===== src/rtl/sp_ram_lsu_bridge.sv =====
// Core load/store port to single-port RAM bridge; word-crossing accesses become two RAM cycles.
// Optional range checking via `define SP_RAM_LSU_ACCESS_ERR_EN (off by default).
module sp_ram_lsu_bridge #(
   parameter int RAM_SIZE   = 32768,
   parameter int ADDR_WIDTH = $clog2(RAM_SIZE) + 1,
   parameter int DATA_WIDTH = 32
) (
   input  logic                  clk,
   input  logic                  rst_i,
   input  logic                  req_i,
   input  logic [31:0]           addr_i,
   input  logic                  we_i,
   input  logic [1:0]            size_i,
   input  logic [DATA_WIDTH-1:0] wdata_i,
   output logic                  gnt_o,
   output logic                  rvalid_o,
   output logic [DATA_WIDTH-1:0] rdata_o,
   output logic                  err_o,
   output logic                  ram_en_o,
   output logic [ADDR_WIDTH-1:0] ram_addr_o,
   output logic [DATA_WIDTH-1:0] ram_wdata_o,
   output logic                  ram_we_o,
   output logic [3:0]            ram_be_o,
   input  logic [DATA_WIDTH-1:0] ram_rdata_i
);

   // state  | meaning
   // IDLE   | nothing in flight, accepts a request
   // SECOND | upper half of a split access on the RAM port, no grant
   // RESP   | response cycle; accepts a new request like IDLE
   typedef enum logic [1:0] {IDLE, SECOND, RESP} state_t;

   state_t                  state_q, state_d;
   logic [1:0]              off;
   logic [3:0]              nbytes;
   logic [7:0]              base_mask, lane_mask;
   logic                    split, acc_err;
   logic [ADDR_WIDTH-1:0]   first_addr;
   logic [2*DATA_WIDTH-1:0] wide_wdata;

   logic [ADDR_WIDTH-1:0]   sec_addr_q;
   logic [3:0]              sec_be_q;
   logic [DATA_WIDTH-1:0]   sec_wdata_q;
   logic                    sec_we_q;
   logic [DATA_WIDTH-1:0]   held_q;
   logic [1:0]              rsp_off_q, rsp_size_q;
   logic                    rsp_we_q, rsp_split_q;
   logic                    rvalid_q, err_q;
   logic [DATA_WIDTH-1:0]   rdata_q;

   logic [2*DATA_WIDTH-1:0] rsp_cat, rsp_shift;
   logic [DATA_WIDTH-1:0]   rsp_mask, rsp_data;

   assign off        = addr_i[1:0];
   assign nbytes     = (size_i == 2'd0) ? 4'd1 : (size_i == 2'd1) ? 4'd2 : 4'd4;
   assign base_mask  = (size_i == 2'd0) ? 8'h01 : (size_i == 2'd1) ? 8'h03 : 8'h0F;
   assign lane_mask  = base_mask << off;
   assign split      = |lane_mask[7:4];
   assign first_addr = {addr_i[ADDR_WIDTH-1:2], 2'b00};
   // Low half feeds the first access, high half the second of a split store.
   assign wide_wdata = {{DATA_WIDTH{1'b0}}, wdata_i} << {off, 3'b000};

`ifdef SP_RAM_LSU_ACCESS_ERR_EN
   logic [32:0] last_byte;
   assign last_byte = {1'b0, addr_i} + {29'd0, nbytes} - 33'd1;
   assign acc_err   = ({1'b0, addr_i} >= 33'(RAM_SIZE)) || (last_byte >= 33'(RAM_SIZE));
`else
   logic unused_addr_hi;
   assign unused_addr_hi = ^{addr_i[31:ADDR_WIDTH], nbytes};
   assign acc_err        = 1'b0;
`endif

   always_comb begin
      state_d     = state_q;
      gnt_o       = 1'b0;
      ram_en_o    = 1'b0;
      ram_addr_o  = '0;
      ram_we_o    = 1'b0;
      ram_be_o    = 4'b0000;
      ram_wdata_o = '0;
      if (!rst_i) begin
         case (state_q)
            SECOND: begin
               ram_en_o    = 1'b1;
               ram_addr_o  = sec_addr_q;
               ram_we_o    = sec_we_q;
               ram_be_o    = sec_be_q;
               ram_wdata_o = sec_wdata_q;
               state_d     = RESP;
            end
            default: begin
               gnt_o   = req_i;
               state_d = IDLE;
               if (req_i) begin
                  state_d = (split && !acc_err) ? SECOND : RESP;
                  if (!acc_err) begin
                     ram_en_o    = 1'b1;
                     ram_addr_o  = first_addr;
                     ram_we_o    = we_i;
                     ram_be_o    = lane_mask[3:0];
                     ram_wdata_o = wide_wdata[DATA_WIDTH-1:0];
                  end
               end
            end
         endcase
      end
   end

   always_ff @(posedge clk) begin
      if (rst_i) begin
         state_q  <= IDLE;
         rvalid_q <= 1'b0;
         err_q    <= 1'b0;
         rdata_q  <= '0;
      end else begin
         state_q  <= state_d;
         rvalid_q <= 1'b0;
         err_q    <= 1'b0;
         if (rvalid_q) rdata_q <= rsp_data;
         if (gnt_o) begin
            rsp_off_q   <= off;
            rsp_size_q  <= size_i;
            rsp_we_q    <= we_i;
            rsp_split_q <= split && !acc_err;
            if (split && !acc_err) begin
               sec_addr_q  <= first_addr + ADDR_WIDTH'(4);
               sec_be_q    <= lane_mask[7:4];
               sec_wdata_q <= wide_wdata[2*DATA_WIDTH-1:DATA_WIDTH];
               sec_we_q    <= we_i;
            end else begin
               rvalid_q <= 1'b1;
               err_q    <= acc_err;
            end
         end
         if (state_q == SECOND) begin
            held_q   <= ram_rdata_i;
            rvalid_q <= 1'b1;
         end
      end
   end

   // Load merge: the lower word of a split was captured during the second access.
   assign rsp_cat   = rsp_split_q ? {ram_rdata_i, held_q} : {{DATA_WIDTH{1'b0}}, ram_rdata_i};
   assign rsp_shift = rsp_cat >> {rsp_off_q, 3'b000};
   assign rsp_mask  = (rsp_size_q == 2'd0) ? DATA_WIDTH'(32'h0000_00FF) :
                      (rsp_size_q == 2'd1) ? DATA_WIDTH'(32'h0000_FFFF) : {DATA_WIDTH{1'b1}};
   assign rsp_data  = (rsp_we_q || err_q) ? '0 : (rsp_shift[DATA_WIDTH-1:0] & rsp_mask);

   assign rvalid_o = rvalid_q && !rst_i;
   assign err_o    = err_q && rvalid_q && !rst_i;
   assign rdata_o  = rst_i ? '0 : (rvalid_q ? rsp_data : rdata_q);

endmodule


===== config.mk =====
export PLATFORM = sky130hd
export DESIGN_NAME = sp_ram_lsu_bridge
export DESIGN_NICKNAME = d
export VERILOG_FILES = /design/src/rtl/sp_ram_lsu_bridge.sv
export SDC_FILE = /design/constraint.sdc
export NUM_CORES = 1
export LEC_CHECK = 0
export CORE_AREA = 4 4 130 132
export DETAILED_ROUTE_END_ITERATION = 8
export DIE_AREA = 0 0 134 136
export PLACE_DENSITY = 0.69
export SYNTH_ARGS = -nofsm -noshare
export SYNTH_HDL_FRONTEND = slang
export SYNTH_SLANG_ARGS = --single-unit

===== constraint.sdc =====
create_clock -name clk -period 6.5 [get_ports clk]
set_input_delay 0.65 -clock clk [delete_from_list [all_inputs] [get_ports clk]]
set_output_delay 0.65 -clock clk [all_outputs]
set_load 0.005 [all_outputs]

==> results by group <==
Power and ir drop
  – Pleak: between 3 and 4 nW
  – Peak supply drop: 0.0001812 V
  – Ratio of total power to cell area: 225.5 mW/mm^2
  – Final Power: 0.001940 W

Placed design
  – GPL Wtd Cong: 0.8774
  – DP Area: a little over 0.008 sq mm
  – Port Buf Inserts: 171
  – Setup WS pre-CTS: slightly above 2 ns
  – Dpl hpwl: 12450 microns
  – Placed cells: 893

Clocking
  – CTS H-tree lvls: 4
  – Post-CTS sizing: 0
  – Clk slew on worst S/H paths: 0.05 ns
  – Clk_lat worst skew: 0.42 ns
  – Clk root buf: clkbuf_16
  – Number of hold buffers added after CTS: 0
  – Post-CTS setup buffer count: 0
  – Number of CTS-inserted buffers: 17
  – Clock sinks: 115
  – CTS Buffer Depth: 2
  – CTS tree: done

Worst hold path
  – Worst Hold Class: flip-flop to flip-flop
  – Hold EP: rdata_q[23]$_DFF_P_
  – Start point of the worst hold path: rdata_q[23]$_DFF_P_
  – Hold path depth: 2

STA
  – Post-route clock period utilization: 0.6882
  – Max-slew headroom: 0.3063
  – RSZ-0062 raised after global routing: no
  – Fmax: around 220 MHz
  – Hold Violations, Final: 0
  – Time the worst path needs with I/O delays and setup: 4.473 ns
  – Final setup viols: 0
  – Least-Margin Pin Slew: 1.038 ns
  – Max-slew violation count: 0
  – Post-Route Setup TNS: 0 ns
  – Final Skew: between 0.007 and 0.008 ns
  – PnR worst setup slack: 2.027 ns

Floorplan
  – Die Span Y: 136 microns
  – Core Area: 0.01571 sq mm
  – DIE WIDTH: 134 microns
  – IO Pins: about 190
  – FP Rows: 46
  – Total Die Area: approximately 0.018 sq mm
  – Initial Util: 0.3962

Finish
  – Final Non-Filler Cells: 925
  – Fill count: 1326
  – Nets@finish: roughly 800
  – Final Cell Area: 0.008600 sq mm
  – # diodes: 0
  – Area delta synth->final: 38.12%
  – Share of cells above drive strength 1: 0.1157

Detailed routing
  – Top sig layer: met4
  – 1st-iter DRT viols: 361
  – Routed WL: 18300 microns
  – DR vias: 5248
  – WL met3: between 1500 and 2000 microns
  – Routed met1 length: 7930 microns
  – Post-detailed-route count of antenna-violating nets: 0
  – DRC viols: 0
  – WL/cell: 19.79 microns
  – Met2 routed WL: 8510 microns
  – Via/cell ratio: 5.674
  – Drt first pass iters: 5

Yosys
  – Post-synth EDFFs: 80
  – Syn_area_per_cell: 11.59 sq um
  – Count of cell types in the netlist: 46
  – Seq/Total Area, Yosys: 0.4984
  – Syn Inst Count: 537
  – Synthesized flop and latch total: about 120
  – Mapped Area: 0.006226 sq mm
  – Syn. warnings: 0
  – Ys async rst share: 0
  – Synth Flop Type: edfxtp_1

Setup path
  – Critical path's most frequent cell: clkdlybuf4s50_1
  – Setup CP Type: input port to primary output
  – Buf/Inv on CP: 2
  – Crit. End Element: primary output
  – Crit-path cells: clkdlybuf4s50_1, and2b_1, nand3_1, nor2_2, a22o_1, clkdlybuf4s50_1
  – Crit Path Max Fanout: 16
  – Worst Setup Start Kind: input port
  – R2R Path Start: state_q[1]$_SDFF_PP0_
  – CP arrival: roughly 3.8 ns
  – CP peak stage delay: 0.80 ns
  – Crit-path slowest cell: clkdlybuf4s50_1
  – Worst r2r dst: sec_we_q$_DFFE_PP_
  – Worst Reg2Reg Path Length in Cells: 4
  – R2r setup slk: between 3 and 4 ns
  – CP required: 5.85 ns
  – Delay-heaviest family, CP: simple AND/OR/NAND/NOR gates

Run status
  – Status: complete, no violations

Global routing
  – Number of global-route vias before repair: 5327
  – Largest net degree at the start of global routing: 50
  – Total congestion overflow: 0
  – First-pass GRT wire length: between 20000 and 30000 microns
  – Initial antenna violation count: 0
  – GRT Resource Usage Total: 0.2033

Run
  – Max cap viols: 0
## worst max-delay path by stage
stage / start / endpoint / slack, ns / depth (start not counted)
final: rst_i / ram_wdata_o[2] / 2.03 / 6
after global routing: rst_i / ram_wdata_o[6] / 1.80 / 6
after CTS: rst_i / ram_wdata_o[6] / 1.99 / 6
after detailed placement: rst_i / ram_wdata_o[6] / 2.05 / 6
after global placement: rst_i / ram_wdata_o[2] / 1.99 / 6
after floorplan: rst_i / sec_addr_q[10]$_DFFE_PP_ / 3.42 / 6
## placed cells by master (no fill, tap or decap), drive strengths merged, types with 2 or more instances in the layout
cell type	netlist	final
nor3b	2	2
a22o	37	37
or2	2	2
a21o	7	7
o31ai	9	9
and2	4	4
nand4	2	2
mux2i	50	50
nor3	6	6
a21oi	8	8
buf	23	10
xor2	2	2
a221oi	3	3
xnor2	10	10
clkbuf	19	24
nand3	9	9
nor2	34	34
mux4	16	16
a211oi	5	5
clkinv	0	5
o221ai	3	3
clkdlybuf4s50	0	170
nand2b	4	4
mux2	19	19
o22ai	7	7
and3	20	20
inv	3	5
nor2b	7	7
nand2	49	49
o211ai	3	3
a221o	5	5
dfxtp	35	35
conb	1	3
a22oi	19	19
edfxtp	80	80
o21ai	26	26
## Yosys cell counts, types with 2 or more instances
cell type / instances / area (sq um)
o22ai_1: 7 / 43.79
dfxtp_1: 35 / 700.7
inv_1: 3 / 11.26
nor2_1: 33 / 123.9
buf_4: 10 / 75.07
buf_6: 3 / 33.78
clkbuf_1: 19 / 71.32
mux2_2: 19 / 214.0
edfxtp_1: 80 / 2402
nand2_1: 49 / 183.9
o221ai_1: 3 / 26.28
or2_2: 2 / 12.51
xor2_1: 2 / 17.52
nand3_1: 9 / 45.04
buf_2: 10 / 50.05
mux2i_1: 50 / 500.5
nand4_1: 2 / 12.51
o31ai_1: 9 / 67.56
a221o_1: 5 / 50.05
o21ai_0: 26 / 130.1
a211oi_1: 5 / 37.54
mux4_2: 16 / 360.4
nor2b_1: 7 / 43.79
o211ai_1: 3 / 22.52
and2_1: 4 / 25.02
a21o_1: 7 / 52.55
nor3_1: 6 / 30.03
nand2b_1: 4 / 25.02
xnor2_1: 10 / 87.58
a21oi_1: 8 / 40.04
a22o_1: 37 / 324.1
a22oi_1: 19 / 142.6
a221oi_1: 3 / 26.28
and3_1: 20 / 125.1
## cell type report
class / instances / area (sq um) / share of cell area
clock inverters: 8 / 52.55 / 0.006111
clock buffers: 24 / 481.7 / 0.05602
well taps: 216 / 270.3 / 0.03143
repair buffers: 180 / 1774 / 0.2063
inverters: 3 / 11.26 / 0.001309
multi-input cells: 379 / 2907 / 0.3380
flip-flops and latches: 115 / 3103 / 0.3608
## per-layer routing
metal	global-route usage	vias up
li1	-	2399
met1	0.2697	2563
met2	0.3164	257
met3	0.06625	29
met4	0.06629	0
met5	0	-
## through the flow
step | hold slack, ns | util
floorplan | 0.4330 | -
global placement | 0.4297 | 0.5133
detailed placement | 0.4321 | 0.5133
CTS | 0.4481 | 0.5473
global route | 0.4685 | 0.5473
finish | 0.4417 | 0.5473
## flip-flops by register name, summed over array words and instances (netlist names)
signal and cells:
sec_be_q 3, held_q 32, sec_we_q 1, sec_addr_q 14, sec_wdata_q 24, rsp_we_q 1, rsp_size_q 2, rsp_split_q 1
rvalid_q 1, state_q 2, rsp_off_q 2, rdata_q 32
## worst register-to-register path: stages (launching register included)
cell	delay, ns
dfxtp_1	0.30
nand2b_1	0.51
and2_1	0.24
buf_4	0.29
and2_2	0.91
## cells by family after synthesis
logic type,share of synthesized area
adders and majority gates,0.002009
DFF,0.4984
other,0.0006023
AOI/OAI and AO/OA,0.1566
buffers and inverters,0.03879
xor gates and xnor gates,0.01688
and+or+nand+nor,0.1141
muxes,0.1726
## where the power goes
| group | switching, W | internal (W) | total (W) |
|---|---|---|---|
| clock network | 0.000330 | 0.000516 | 0.000846 |
| logic | 0.000128 | 0.000147 | 0.000275 |
| registers | 0.0000111 | 0.000807 | 0.000818 |
| total | 0.000470 | 0.00147 | 0.00194 |
(Power assumes the default switching activity.)
